==> config.mk <==
export PLATFORM = sky130hd
export DESIGN_NAME = windowed_regfile
export DESIGN_NICKNAME = d
export VERILOG_FILES = /design/src/rtl/regfile_pkg.sv /design/src/rtl/windowed_regfile_win_ctrl.sv /design/src/rtl/windowed_regfile.sv
export SDC_FILE = /design/constraint.sdc
export NUM_CORES = 1
export LEC_CHECK = 0
export BUFFER_PORTS_ARGS = -buffer_cell sky130_fd_sc_hd__buf_2
export CORE_MARGIN = 1.5
export CORE_UTILIZATION = 62
export DETAILED_ROUTE_END_ITERATION = 10
export PLACE_DENSITY = 0.81
export SETUP_SLACK_MARGIN = 0.5
export SYNTH_ARGS = -nofsm -noshare
export SYNTH_HDL_FRONTEND = slang
export SYNTH_SLANG_ARGS = --single-unit
==> constraint.sdc <==
create_clock -name clk -period 3.9 [get_ports clk]
set_input_delay 0.195 -clock clk [delete_from_list [all_inputs] [get_ports clk]]
set_output_delay 0.195 -clock clk [all_outputs]
set_load 0.005 [all_outputs]
==> src/rtl/regfile_pkg.sv <==
// regfile_pkg: shared definitions for the windowed register file.
//  - Default geometry (data width, window-relative address width, window count)
//    and the derived current-window-pointer width.
//  - win_state_t: window controller occupancy state.
//  - phys_idx(): maps (cwp, window-relative address) to a flat storage index.
//    Address 0 is the single global register, shared by every window, and sits
//    at index 0. Each window then owns 2**reg_aw-1 private words, packed back to back.
package regfile_pkg;

   localparam int DEF_DATA_W  = 16;
   localparam int DEF_REG_AW  = 2;
   localparam int DEF_NUM_WIN = 4;
   localparam int DEF_WIN_AW  = $clog2(DEF_NUM_WIN);

   typedef enum logic [1:0] {
      EMPTY  = 2'd0,
      NESTED = 2'd1,
      FULL   = 2'd2
   } win_state_t;

   function automatic int phys_idx(input int cwp, input int addr, input int reg_aw);
      int priv_per_win;
      priv_per_win = (1 << reg_aw) - 1;
      if (addr == 0) return 0;
      return 1 + cwp * priv_per_win + (addr - 1);
   endfunction

endpackage

==> src/rtl/windowed_regfile_win_ctrl.sv <==
// win_ctrl: current-window pointer and nesting-depth controller.
//  Ports:
//   clk, rst        clock, synchronous active-high reset
//   win_call        request to open a new window (cwp+1)
//   win_ret         request to return to the previous window (cwp-1)
//   cwp             current window pointer, wraps modulo NUM_WIN
//   win_depth       outstanding nested calls, saturates (never wraps)
//   win_overflow    one-cycle pulse after a refused call
//   win_underflow   one-cycle pulse after a refused return
//  Occupancy is tracked as EMPTY / NESTED / FULL; the state alone decides
//  whether a call or a return may be accepted.
module win_ctrl
   import regfile_pkg::*;
#(
   parameter int NUM_WIN = DEF_NUM_WIN,
   parameter int WIN_AW  = DEF_WIN_AW
) (
   input  logic              clk,
   input  logic              rst,
   input  logic              win_call,
   input  logic              win_ret,
   output logic [WIN_AW-1:0] cwp,
   output logic [WIN_AW-1:0] win_depth,
   output logic              win_overflow,
   output logic              win_underflow
);

   localparam logic [WIN_AW-1:0] MAX_DEPTH = WIN_AW'(NUM_WIN - 1);

   win_state_t        state_q, state_d;
   logic [WIN_AW-1:0] cwp_q, cwp_d;
   logic [WIN_AW-1:0] depth_q, depth_d;
   logic              ovf_q, ovf_d;
   logic              unf_q, unf_d;

   logic call_only, ret_only;

   // A simultaneous call and return cancel out: nothing moves, no flag.
   assign call_only = win_call & ~win_ret;
   assign ret_only  = win_ret & ~win_call;

   always_comb begin
      cwp_d   = cwp_q;
      depth_d = depth_q;
      ovf_d   = 1'b0;
      unf_d   = 1'b0;
      if (call_only) begin
         if (state_q != FULL) begin
            cwp_d   = cwp_q + 1'b1;
            depth_d = depth_q + 1'b1;
         end else begin
            ovf_d = 1'b1;
         end
      end else if (ret_only) begin
         if (state_q != EMPTY) begin
            cwp_d   = cwp_q - 1'b1;
            depth_d = depth_q - 1'b1;
         end else begin
            unf_d = 1'b1;
         end
      end
      if (depth_d == '0)            state_d = EMPTY;
      else if (depth_d == MAX_DEPTH) state_d = FULL;
      else                          state_d = NESTED;
   end

   always_ff @(posedge clk) begin
      if (rst) begin
         state_q <= EMPTY;
         cwp_q   <= '0;
         depth_q <= '0;
         ovf_q   <= 1'b0;
         unf_q   <= 1'b0;
      end else begin
         state_q <= state_d;
         cwp_q   <= cwp_d;
         depth_q <= depth_d;
         ovf_q   <= ovf_d;
         unf_q   <= unf_d;
      end
   end

   assign cwp           = cwp_q;
   assign win_depth     = depth_q;
   assign win_overflow  = ovf_q;
   assign win_underflow = unf_q;

endmodule

==> src/rtl/windowed_regfile.sv <==
// windowed_regfile: NUM_WIN register windows of 2**REG_AW entries, two
// combinational read ports and one synchronous write port.
//  Ports:
//   clk, rst            clock, synchronous active-high reset (clears all state)
//   rr1, rr2, wr        window-relative read/write addresses
//   data_in             write data
//   regfile_write       write enable
//   win_call, win_ret   window push / pop pulses
//   r1, r2              read data (current window, zero latency)
//   cwp, win_depth      current window pointer and nesting depth
//   win_overflow        one-cycle pulse: call refused
//   win_underflow       one-cycle pulse: return refused
//  Address 0 always selects one global register shared by all windows.
//  Optional feature macro: REGFILE_BYPASS_EN -- when defined, a read that hits
//  the word being written this cycle returns data_in (write-through).
//  Writes always use the window pointer from before any same-cycle call/ret.
module windowed_regfile
   import regfile_pkg::*;
#(
   parameter int DATA_W  = DEF_DATA_W,
   parameter int REG_AW  = DEF_REG_AW,
   parameter int NUM_WIN = DEF_NUM_WIN,
   parameter int WIN_AW  = $clog2(NUM_WIN)
) (
   input  logic              clk,
   input  logic              rst,
   input  logic [REG_AW-1:0] rr1,
   input  logic [REG_AW-1:0] rr2,
   input  logic [REG_AW-1:0] wr,
   input  logic [DATA_W-1:0] data_in,
   input  logic              regfile_write,
   input  logic              win_call,
   input  logic              win_ret,
   output logic [DATA_W-1:0] r1,
   output logic [DATA_W-1:0] r2,
   output logic [WIN_AW-1:0] cwp,
   output logic [WIN_AW-1:0] win_depth,
   output logic              win_overflow,
   output logic              win_underflow
);

   localparam int NWORDS = 1 + NUM_WIN * ((2 ** REG_AW) - 1);
   localparam int IDX_W  = $clog2(NWORDS);

   logic [DATA_W-1:0] mem_q [NWORDS];
   logic [DATA_W-1:0] mem_d [NWORDS];

   logic [IDX_W-1:0] widx, ridx1, ridx2;

   win_ctrl #(
      .NUM_WIN (NUM_WIN),
      .WIN_AW  (WIN_AW)
   ) u_win_ctrl (
      .clk           (clk),
      .rst           (rst),
      .win_call      (win_call),
      .win_ret       (win_ret),
      .cwp           (cwp),
      .win_depth     (win_depth),
      .win_overflow  (win_overflow),
      .win_underflow (win_underflow)
   );

   assign widx  = IDX_W'(phys_idx(int'(cwp), int'(wr),  REG_AW));
   assign ridx1 = IDX_W'(phys_idx(int'(cwp), int'(rr1), REG_AW));
   assign ridx2 = IDX_W'(phys_idx(int'(cwp), int'(rr2), REG_AW));

   always_comb begin
      mem_d = mem_q;
      if (regfile_write) mem_d[widx] = data_in;
   end

   always_ff @(posedge clk) begin
      if (rst) mem_q <= '{default: '0};
      else     mem_q <= mem_d;
   end

   always_comb begin
      r1 = mem_q[ridx1];
      r2 = mem_q[ridx2];
`ifdef REGFILE_BYPASS_EN
      if (regfile_write && (ridx1 == widx)) r1 = data_in;
      if (regfile_write && (ridx2 == widx)) r2 = data_in;
`endif
   end

endmodule

==> results of run 1 <==
-- critical path, cell delays in order, from the launching register on --
cell and delay [ns]:
sky130_fd_sc_hd__dfxtp_4 0.36, sky130_fd_sc_hd__ha_4 0.27, sky130_fd_sc_hd__buf_4 0.14, sky130_fd_sc_hd__ha_2 0.36, sky130_fd_sc_hd__and3b_1 0.21, sky130_fd_sc_hd__a311oi_1 0.41, sky130_fd_sc_hd__xor2_1 0.14, sky130_fd_sc_hd__nor2_2 0.15
sky130_fd_sc_hd__buf_12 0.28, sky130_fd_sc_hd__mux2i_1 0.47, sky130_fd_sc_hd__a22oi_2 0.21, sky130_fd_sc_hd__buf_2 0.16
-- path summary, 6_finish.rpt --
kind	cells past startpoint	startpoint	slack, ns	endpoint
setup / recovery	11	u_win_ctrl.cwp[1]	-0.02	r2[8]
hold / removal	3	data_in[7]	0.01	mem_q[151]
setup reg to reg	15	u_win_ctrl.cwp[1]	0.45	mem_q[192]
hold reg to reg	2	mem_q[149]	0.47	mem_q[149]
-- stage by stage --
step           cell area [um^2]  util (%)  setup TNS, ns
6_report                  14700      76.1        -0.0224
5_1_grt                   14700      76.1       -0.00561
4_1_cts                   14100      73.2              0
3_5_place_dp              12900      66.5              0
3_3_place_gp              12900      66.5              0
2_1_floorplan             12200         -              0
-- layout by cell type, fill, tap and decap left out, types with 6 or more instances in the layout --
cell type / count
sky130_fd_sc_hd__clkbuf_16: 24
sky130_fd_sc_hd__o211ai_1: 11
sky130_fd_sc_hd__nand3_1: 11
sky130_fd_sc_hd__mux2_2: 11
sky130_fd_sc_hd__a311o_1: 16
sky130_fd_sc_hd__o21ai_2: 10
sky130_fd_sc_hd__a211oi_1: 50
sky130_fd_sc_hd__ha_1: 6
sky130_fd_sc_hd__buf_4: 56
sky130_fd_sc_hd__clkbuf_8: 10
sky130_fd_sc_hd__o21ai_1: 6
sky130_fd_sc_hd__a221oi_2: 11
sky130_fd_sc_hd__a311oi_1: 9
sky130_fd_sc_hd__a21oi_1: 18
sky130_fd_sc_hd__a31oi_2: 6
sky130_fd_sc_hd__buf_2: 62
sky130_fd_sc_hd__mux4_2: 16
sky130_fd_sc_hd__buf_6: 19
sky130_fd_sc_hd__inv_1: 9
sky130_fd_sc_hd__a31oi_1: 35
sky130_fd_sc_hd__o21ai_0: 10
sky130_fd_sc_hd__nor2b_1: 55
sky130_fd_sc_hd__buf_12: 15
sky130_fd_sc_hd__nor2_1: 200
sky130_fd_sc_hd__dfxtp_1: 214
sky130_fd_sc_hd__and3_1: 12
sky130_fd_sc_hd__mux2i_1: 261
sky130_fd_sc_hd__a21oi_2: 6
sky130_fd_sc_hd__nand2_1: 162
sky130_fd_sc_hd__xnor2_1: 7
-- area by class of cell --
class,count,area [um^2],area share [%]
tap,265,332,2.25
antenna,3,7.51,0.0510
sequential,216,4330,29.4
inverter,11,41.3,0.280
multi-input combinational,1028,7880,53.5
timing repair buffer,159,1360,9.26
clock inverter,5,40.0,0.272
clock buffer,37,728,4.95
-- synthesized netlist by cell type (4+ instances only) --
cell	n
sky130_fd_sc_hd__a31oi_1	43
sky130_fd_sc_hd__mux4_2	16
sky130_fd_sc_hd__nand2_1	163
sky130_fd_sc_hd__nor2b_1	57
sky130_fd_sc_hd__a221oi_1	16
sky130_fd_sc_hd__buf_4	9
sky130_fd_sc_hd__buf_6	12
sky130_fd_sc_hd__clkbuf_1	94
sky130_fd_sc_hd__mux2_2	11
sky130_fd_sc_hd__a311o_1	16
sky130_fd_sc_hd__nand2b_1	9
sky130_fd_sc_hd__a21oi_1	23
sky130_fd_sc_hd__nand3_1	12
sky130_fd_sc_hd__buf_1	7
sky130_fd_sc_hd__a311oi_1	13
sky130_fd_sc_hd__ha_1	14
sky130_fd_sc_hd__a211oi_1	54
sky130_fd_sc_hd__a22oi_1	5
sky130_fd_sc_hd__nor3_1	5
sky130_fd_sc_hd__nor2_1	202
sky130_fd_sc_hd__o21ai_0	28
sky130_fd_sc_hd__buf_2	4
sky130_fd_sc_hd__o211ai_1	11
sky130_fd_sc_hd__mux2i_1	263
sky130_fd_sc_hd__and3_1	12
sky130_fd_sc_hd__dfxtp_1	216
sky130_fd_sc_hd__inv_1	10
sky130_fd_sc_hd__xnor2_1	10
-- cell families (layout without fill, tap and decap cells) --
kind of cell,count (synthesis),after routing,synth area share [%]
fa+ha+maj,14,14,1.44
simple gates,482,489,17.6
mux,290,290,25.6
compound gates,221,221,13.3
xor+xnor,14,14,1.22
other cells,0,3,0
buf+inv,138,212,5.40
flops,216,216,35.5
-- registers in the layout (all words and copies together), names as in the netlist --
register / count
u_win_ctrl.win_underflow: 1
u_win_ctrl.win_overflow: 1
u_win_ctrl.win_depth: 2
mem_q: 208
u_win_ctrl.cwp: 2
u_win_ctrl.state_q: 2
-- metal layers --
metal | global-route usage (%) | up-vias | part of all wire (%)
li1 | - | 5024 | -
met1 | 50.3 | 5565 | 35
met2 | 59.5 | 1057 | 42
met3 | 8.58 | 374 | 14
met4 | 24.3 | 4 | 9.0
met5 | 0 | - | 0.078
-- where the power goes --
part	leakage, uW	total [uW]	internal (uW)	switching, uW
combinational	0.00362	4430	1770	2660
clock	0.000386	2230	1280	945
sequential	0.00175	2450	2340	110
total	0.00575	9100	5390	3710
-- timing repair --
action / in CTS / in global routing
setup endpoints to repair: 63 / 160
setup buffers: 21 / 17
hold endpoints to repair: 2 / 0
cloned: 7 / 3
pin swaps: 6 / 33
hold buffers: 2 / 0
gates resized for setup: 73 / 79
==> flow_results.org, run 1 <==
** Floorplanning
- Y dimension of the die :: 143 um
- Site row count :: 51
- For this configuration, the core starts out at a cell density of 63.0%.
- The floorplan step defined a core boundary enclosing 19,300 um^2.
- Total I/O pin count :: 65
- DIE WIDTH :: 143 um
- Full die area :: 20,500 um^2

** Synth
- Top post-synthesis cells by area :: sky130_fd_sc_hd__dfxtp_1 36%, sky130_fd_sc_hd__mux2i_1 22%, sky130_fd_sc_hd__nor2_1 6.2%
- Area of the mapped netlist :: 12,200 um^2
- Main flop type after synthesis :: sky130_fd_sc_hd__dfxtp_1
- Mapped Avg Cell Area :: 8.86 um^2
- Count of flip-flops with a built-in enable after synthesis :: 0
- Post-synthesis sequential area ratio :: 35.5%
- The biggest area contributor in the post-synthesis netlist is sky130_fd_sc_hd__dfxtp_1.
- After synthesis the netlist holds a flip-flop and latch count of 216.
- After synthesis, the share of flip-flops with an asynchronous set or reset is 0%.
- Top-area cell type share of the netlist area :: 35.5%
- Nets in the synthesized netlist :: 1,416
- Post-synthesis cell count :: 1,375
- After synthesis, the netlist uses 56 different library cells.
- Yosys printed 0 warnings.

** STA
- Final period demand of the worst path :: 3.92 ns
- Setup violations remaining at the end of the flow were counted as 1.
- Hold violation count in the final report :: 0
- Clock Skew :: 0.0295 ns
- Max-slew violation count :: 0
- The tightest hold path in the finished design has a slack of 0.0113 ns.
- Highest clock rate :: 0.255 GHz
- After layout, the worst setup slack is -0.0224 ns.
- Setup repair after global routing could not meet its margin everywhere.
- At the pin with the least slew margin, the transition time is 0.990 ns.
- Headroom to the max-slew limit came out at 34.0%.
- Dividing the final minimum period by the clock period gives 101%.

** Pwr
- Total power for the finished layout comes to 9100 uW.
- The analysis attributes to cell leakage a power of 0.00575 uW.
- Power per standard cell area :: 618 nW/um^2
- Worst voltage drop across the vdd grid :: 336 uV

** Placed design
- Placed cells :: 1,629
- After legalization and detailed placement, the total HPWL measured 22.2 mm.
- Prior to clock tree synthesis, the placed netlist has a worst setup slack of 0.438 ns.
- Routability-driven placement finished with a final weighted congestion of 0.856.
- Count of input and output buffers :: 64

** Clock tree
- CTS tree :: yes
- Clock tree buffer depth :: 3
- In this run the number of H-tree levels came out at 1.
- Clock-pin slew was measured on the worst setup and hold paths at 0.06 ns.
- The tree is rooted in a sky130_fd_sc_hd__clkbuf_16.
- Clock Latency Late Sink :: 0.56 ns
- TritonCTS Buffers :: 23
- The clock net in this run drives a total of 216 sinks.

** Route
- DRT iter0 DRCs :: 2,016
- After detailed routing, the number of vias per cell comes to 6.97.
- Detailed-route wire length per cell :: 26.1 um
- The detailed router placed 12,000 vias in this run.
- The final layout contains routed wiring with a total length of 44.9 mm.
- Number of iterations in the first detailed-routing pass :: 8
- DRC violation count after routing :: 0
- In this run the remaining antenna-violating nets after routing total 0.

** GRT
- Total overflow reported by the global router :: 0
- Number of global-route vias before repair :: 11,100
- Initial antenna violation count :: 5
- Entering global routing, the biggest net connects 117 pins.
- Aggregate global-route resource usage :: 39.1%
- The first global-routing pass estimated 61.3 mm of wire.

** Critical path
- Worst Path Required :: 3.70 ns
- In this run the worst path has a maximum fanout of 37.
- STA classifies the critical path startpoint as a register.
- Nature of the critical path endpoint :: output port
- Worst path arrival time :: 3.73 ns
- By startpoint and endpoint, the worst setup path is classified as register to output port.

** Finish
- Number of nets in the layout :: 1,480
- Layout Cells excl Fill :: 1,724
- Fraction of final layout cells sized beyond drive strength 1 :: 22.5%
- Post-synthesis to final-layout area growth :: 20.9%
- Fill cell instance count of the final layout :: 1,175

** Min path
- The path class of the tightest hold or removal check is input port to register.

** Job
- Number of maximum-capacitance constraint violations :: 0

** Outcome
- The flow ran to the end, but the final reports show violations.
- Violations in the final reports :: setup timing
Power figures use the tool's default switching activity.
==> inputs of run 2 (changes only) <==
Settings changed: CORE_ASPECT_RATIO from default to 1.25, CTS_CLUSTER_DIAMETER from default to 60.
==> run 2 against run 1 <==
  * The flow now finishes without violations
  * Critical endpoint is now r1[5]
  * Worst setup slack gained 0.24 ns
  * Hold slack gained 0.024 ns
  * Wire length shrank 3.4%
  * Largest power group unchanged
  * Largest cell class unchanged
==> flow_results.org, run 2 (same netlist as run 1, synthesis figures left out) <==
** Outcome
- Result of the run: completed (was complete, but fails checks).

** Min path
- Worst min path class :: input port to register (unchanged)
- The cell depth of the worst hold path came to 3 (unchanged).
- The hold path startpoint is data_in[14] (was data_in[7]).

** Floorplanning
- Effective utilization at floorplan :: 63.0% (about the same)
- The die outline width came to 128 um (was 143 um).
- Full die area :: 20,500 um^2 (about the same)
- Total I/O pin count :: 65 (unchanged)
- The die span in y was 160 um (was 143 um).
- Core Area :: 19,300 um^2 (about the same)
- Site row count :: 57 (was 51)

** Clock tree
- The master cell of the clock root buffer was sky130_fd_sc_hd__clkbuf_16 (unchanged).
- TritonCTS Buffers :: 23 (unchanged)
- The number of sinks driven by the clock tree came to 216 (unchanged).
- The number of levels in the clock H-tree is 1 (unchanged).
- CTS tree :: yes (unchanged)
- Clock-pin slew on the worst setup and hold paths :: 0.06 ns (about the same)
- The clock insertion delay at the later pin of the skew report came to 0.52 ns (was 0.56 ns).
- Clock tree buffer depth :: 3 (unchanged)

** Pwr
- Worst voltage drop across the vdd grid :: 377 uV (was 336 uV)
- Leakage Power :: 0.00569 uW (was 0.00575 uW)
- Power per standard cell area :: 624 nW/um^2 (was 618 nW/um^2)

** STA
- Setup violation total in the final timing report :: 0 (was 1)
- Fin crit share :: 94.3% (was 101%)
- Max-slew violation count :: 0 (unchanged)
- The worst-margin pin slew came to 1.10 ns (was 0.990 ns).
- Post-layout worst setup margin :: 0.221 ns (was -0.0224 ns)
- The highest clock frequency the design can meet is 0.272 GHz (was 0.255 GHz).
- The worst clock skew on the final layout came to 0.0113 ns (was 0.0295 ns).
- The relative max-transition margin is 27.0% (was 34.0%).
- RSZ-0062 raised after global routing :: true (unchanged)
- Final period demand of the worst path :: 3.68 ns (was 3.92 ns)
- The setup TNS came to 0 ns (was -0.0224 ns).
- The final-report hold violation count was 0 (unchanged).
- The worst hold slack after final layout was 0.0352 ns (was 0.0113 ns).

** Finish
- The proportion of layout cells with a drive suffix above 1 came to 20.9% (was 22.5%).
- Utilization after layout :: 75.1% (was 76.1%)
- Register Area :: 4330 um^2 (unchanged)
- The number of flip-flops in the largest register is 208 (unchanged).
- The area of combinational cells with multiple inputs came to 7680 um^2 (was 7880 um^2).
- Fill cell instance count of the final layout :: 1,239 (was 1,175)
- Area of all placed cells without fillers :: 14,500 um^2 (was 14,700 um^2)
- Highest-count cells in the layout ignoring fill and taps: 261 x sky130_fd_sc_hd__mux2i_1, 214 x sky130_fd_sc_hd__dfxtp_1, 201 x sky130_fd_sc_hd__nor2_1, 162 x sky130_fd_sc_hd__nand2_1, 63 x sky130_fd_sc_hd__buf_2 (was 261 x sky130_fd_sc_hd__mux2i_1, 214 x sky130_fd_sc_hd__dfxtp_1, 200 x sky130_fd_sc_hd__nor2_1, 162 x sky130_fd_sc_hd__nand2_1, 62 x sky130_fd_sc_hd__buf_2).
- The most common cell after layout, fill and taps aside is sky130_fd_sc_hd__mux2i_1 (unchanged).
- The number of nets at the end of the flow came to 1,471 (was 1,480).
- The post-synthesis to final-layout area growth came to 19.2% (was 20.9%).
- The most flop-heavy register was mem_q (unchanged).

** Placed design
- Post-placement setup slack :: 0.380 ns (was 0.438 ns)
- The placed wire-length estimate after detailed placement came to 21.5 mm (was 22.2 mm).
- Count of input and output buffers :: 64 (unchanged)
- Cell area after placement :: 12,700 um^2 (was 12,900 um^2)
- The placer congestion estimate came to 0.853 (was 0.856).

** Route
- The number of iterations in the first detailed-routing pass is 6 (was 8).
- The first-iteration detailed-routing DRC count is 1,860 (was 2,016).
- Via density :: 6.94 (was 6.97)
- The number of vias in the routed layout is 11,900 (was 12,000).
- The count of nets left with antenna violations after detail routing was 0 (unchanged).
- Total length of routed wires :: 43.4 mm (was 44.9 mm)
- The final routed DRC violation total is 0 (unchanged).
- Detailed-route wire length per cell :: 25.3 um (was 26.1 um)

** Critical path
- Cell count along the critical path :: 12 (was 11)
- Nature of the critical path endpoint :: output port (unchanged)
- CP cell instances: ha_4 -> xor2_4 -> buf_4 -> xnor2_1 -> ha_2 -> nand2b_4 -> buf_12 -> a211oi_1 -> a31oi_1 -> a221oi_1 -> a31oi_2 -> buf_2 (was ha_4 -> buf_4 -> ha_2 -> and3b_1 -> a311oi_1 -> xor2_1 -> nor2_2 -> buf_12 -> mux2i_1 -> a22oi_2 -> buf_2).
- The worst setup path startpoint was u_win_ctrl.cwp[1] (unchanged).
- Critical register-to-register path endpoint :: mem_q[178] (was mem_q[192])
- The number of buffers and inverters on the critical path is 3 (unchanged).
- Worst setup slack for register-to-register paths :: 0.46 ns (was 0.45 ns)
- Worst Path Required :: 3.70 ns (about the same)
- Startpoint of the worst-slack reg-to-reg timing path :: u_win_ctrl.cwp[1] (unchanged)
- Critical path destination :: r1[5] (was r2[8])
- Crit-path leading delay family :: compound AO/OA/AOI/OAI gates (was adder cells)
- Worst path arrival time :: 3.48 ns (was 3.73 ns)
- Kind of launch point of the worst setup path :: register (unchanged)
- The classification of the worst setup path was register to output port (unchanged).
- The slowest stage cell on the critical path is sky130_fd_sc_hd__a211oi_1 (was sky130_fd_sc_hd__mux2i_1).
- The delay contributed by the slowest stage of the critical path came to 0.44 ns (was 0.47 ns).
- Crit Path Max Fanout :: 27 (was 37)
- Path depth of the worst reg2reg path :: 13 (was 15)

** GRT
- The number of antenna violations at the first check in global routing is 3 (was 5).
- The largest net degree at the start of global routing was 132 (was 117).
- The via count of the first global-routing pass is 10,700 (was 11,100).
- The wire length of the first global-routing pass came to 59.5 mm (was 61.3 mm).
- The total routing resource utilization after global routing was 37.1% (was 39.1%).
- Total overflow reported by the global router :: 0 (unchanged)

** Job
- The max-capacitance violation count is 0 (unchanged).
==> run 2: worst min path at each step <==
stage                                          end
after floorplan            u_win_ctrl.win_overflow
after global placement                  mem_q[157]
after detailed placement  u_win_ctrl.win_underflow
after CTS                               mem_q[158]
after global routing                    mem_q[158]
final                                   mem_q[158]
==> run 2: report_power, final <==
part	switching, uW	internal (uW)	leakage, uW
Clock	935	1430	0.000401
Combinational	2520	1730	0.00354
Sequential	107	2340	0.00175
==> run 2: worst reg2reg max path, delay by kind of cell, from the launching register on <==
kind,cells,cell delay (ns)
adders and majority gates,2,0.55
buffers and inverters,3,0.75
AOI/OAI and AO/OA,2,0.56
DFF,1,0.36
xor gates and xnor gates,2,0.35
and+or+nand+nor,3,0.44
muxes,1,0.29
==> run 2: metrics by stage <==
stage,total power [uW],cells
after detailed placement,5600,1621
final,9050,1713
after global placement,5550,1621
after CTS,8260,1687
after floorplan,4490,1375
after global routing,9230,1712
==> run 2: final cells by class <==
type	instances	area share (%)
diodes	1	0.0172
clock buffers	31	4.45
clock inverters	11	1.10
inverters	11	0.310
multi-input cells	1025	52.9
flip-flops and latches	216	29.8
well taps	265	2.29
repair buffers	153	9.05
==> run 2: what timing repair did <==
| item | in CTS | in global routing |
|---|---|---|
| setup buffers | 18 | 18 |
| pin swaps | 11 | 23 |
| resized for setup | 46 | 71 |
| hold buffers | 2 | 0 |
| cloned | 4 | 7 |
| endpoints found under the setup margin | 92 | 117 |
| endpoints found under the hold margin | 1 | 0 |
==> run 2: metal layers <==
| metal | share of wire (%) | vias to the layer above | wire length, um | global-route usage (%) |
|---|---|---|---|---|
| li1 | - | 5019 | - | - |
| met5 | 0.062 | - | 27 | 0 |
| met4 | 7.8 | 4 | 3370 | 19.1 |
| met3 | 13 | 325 | 5670 | 7.40 |
| met1 | 36 | 5546 | 15400 | 49.2 |
| met2 | 44 | 986 | 18900 | 57.3 |
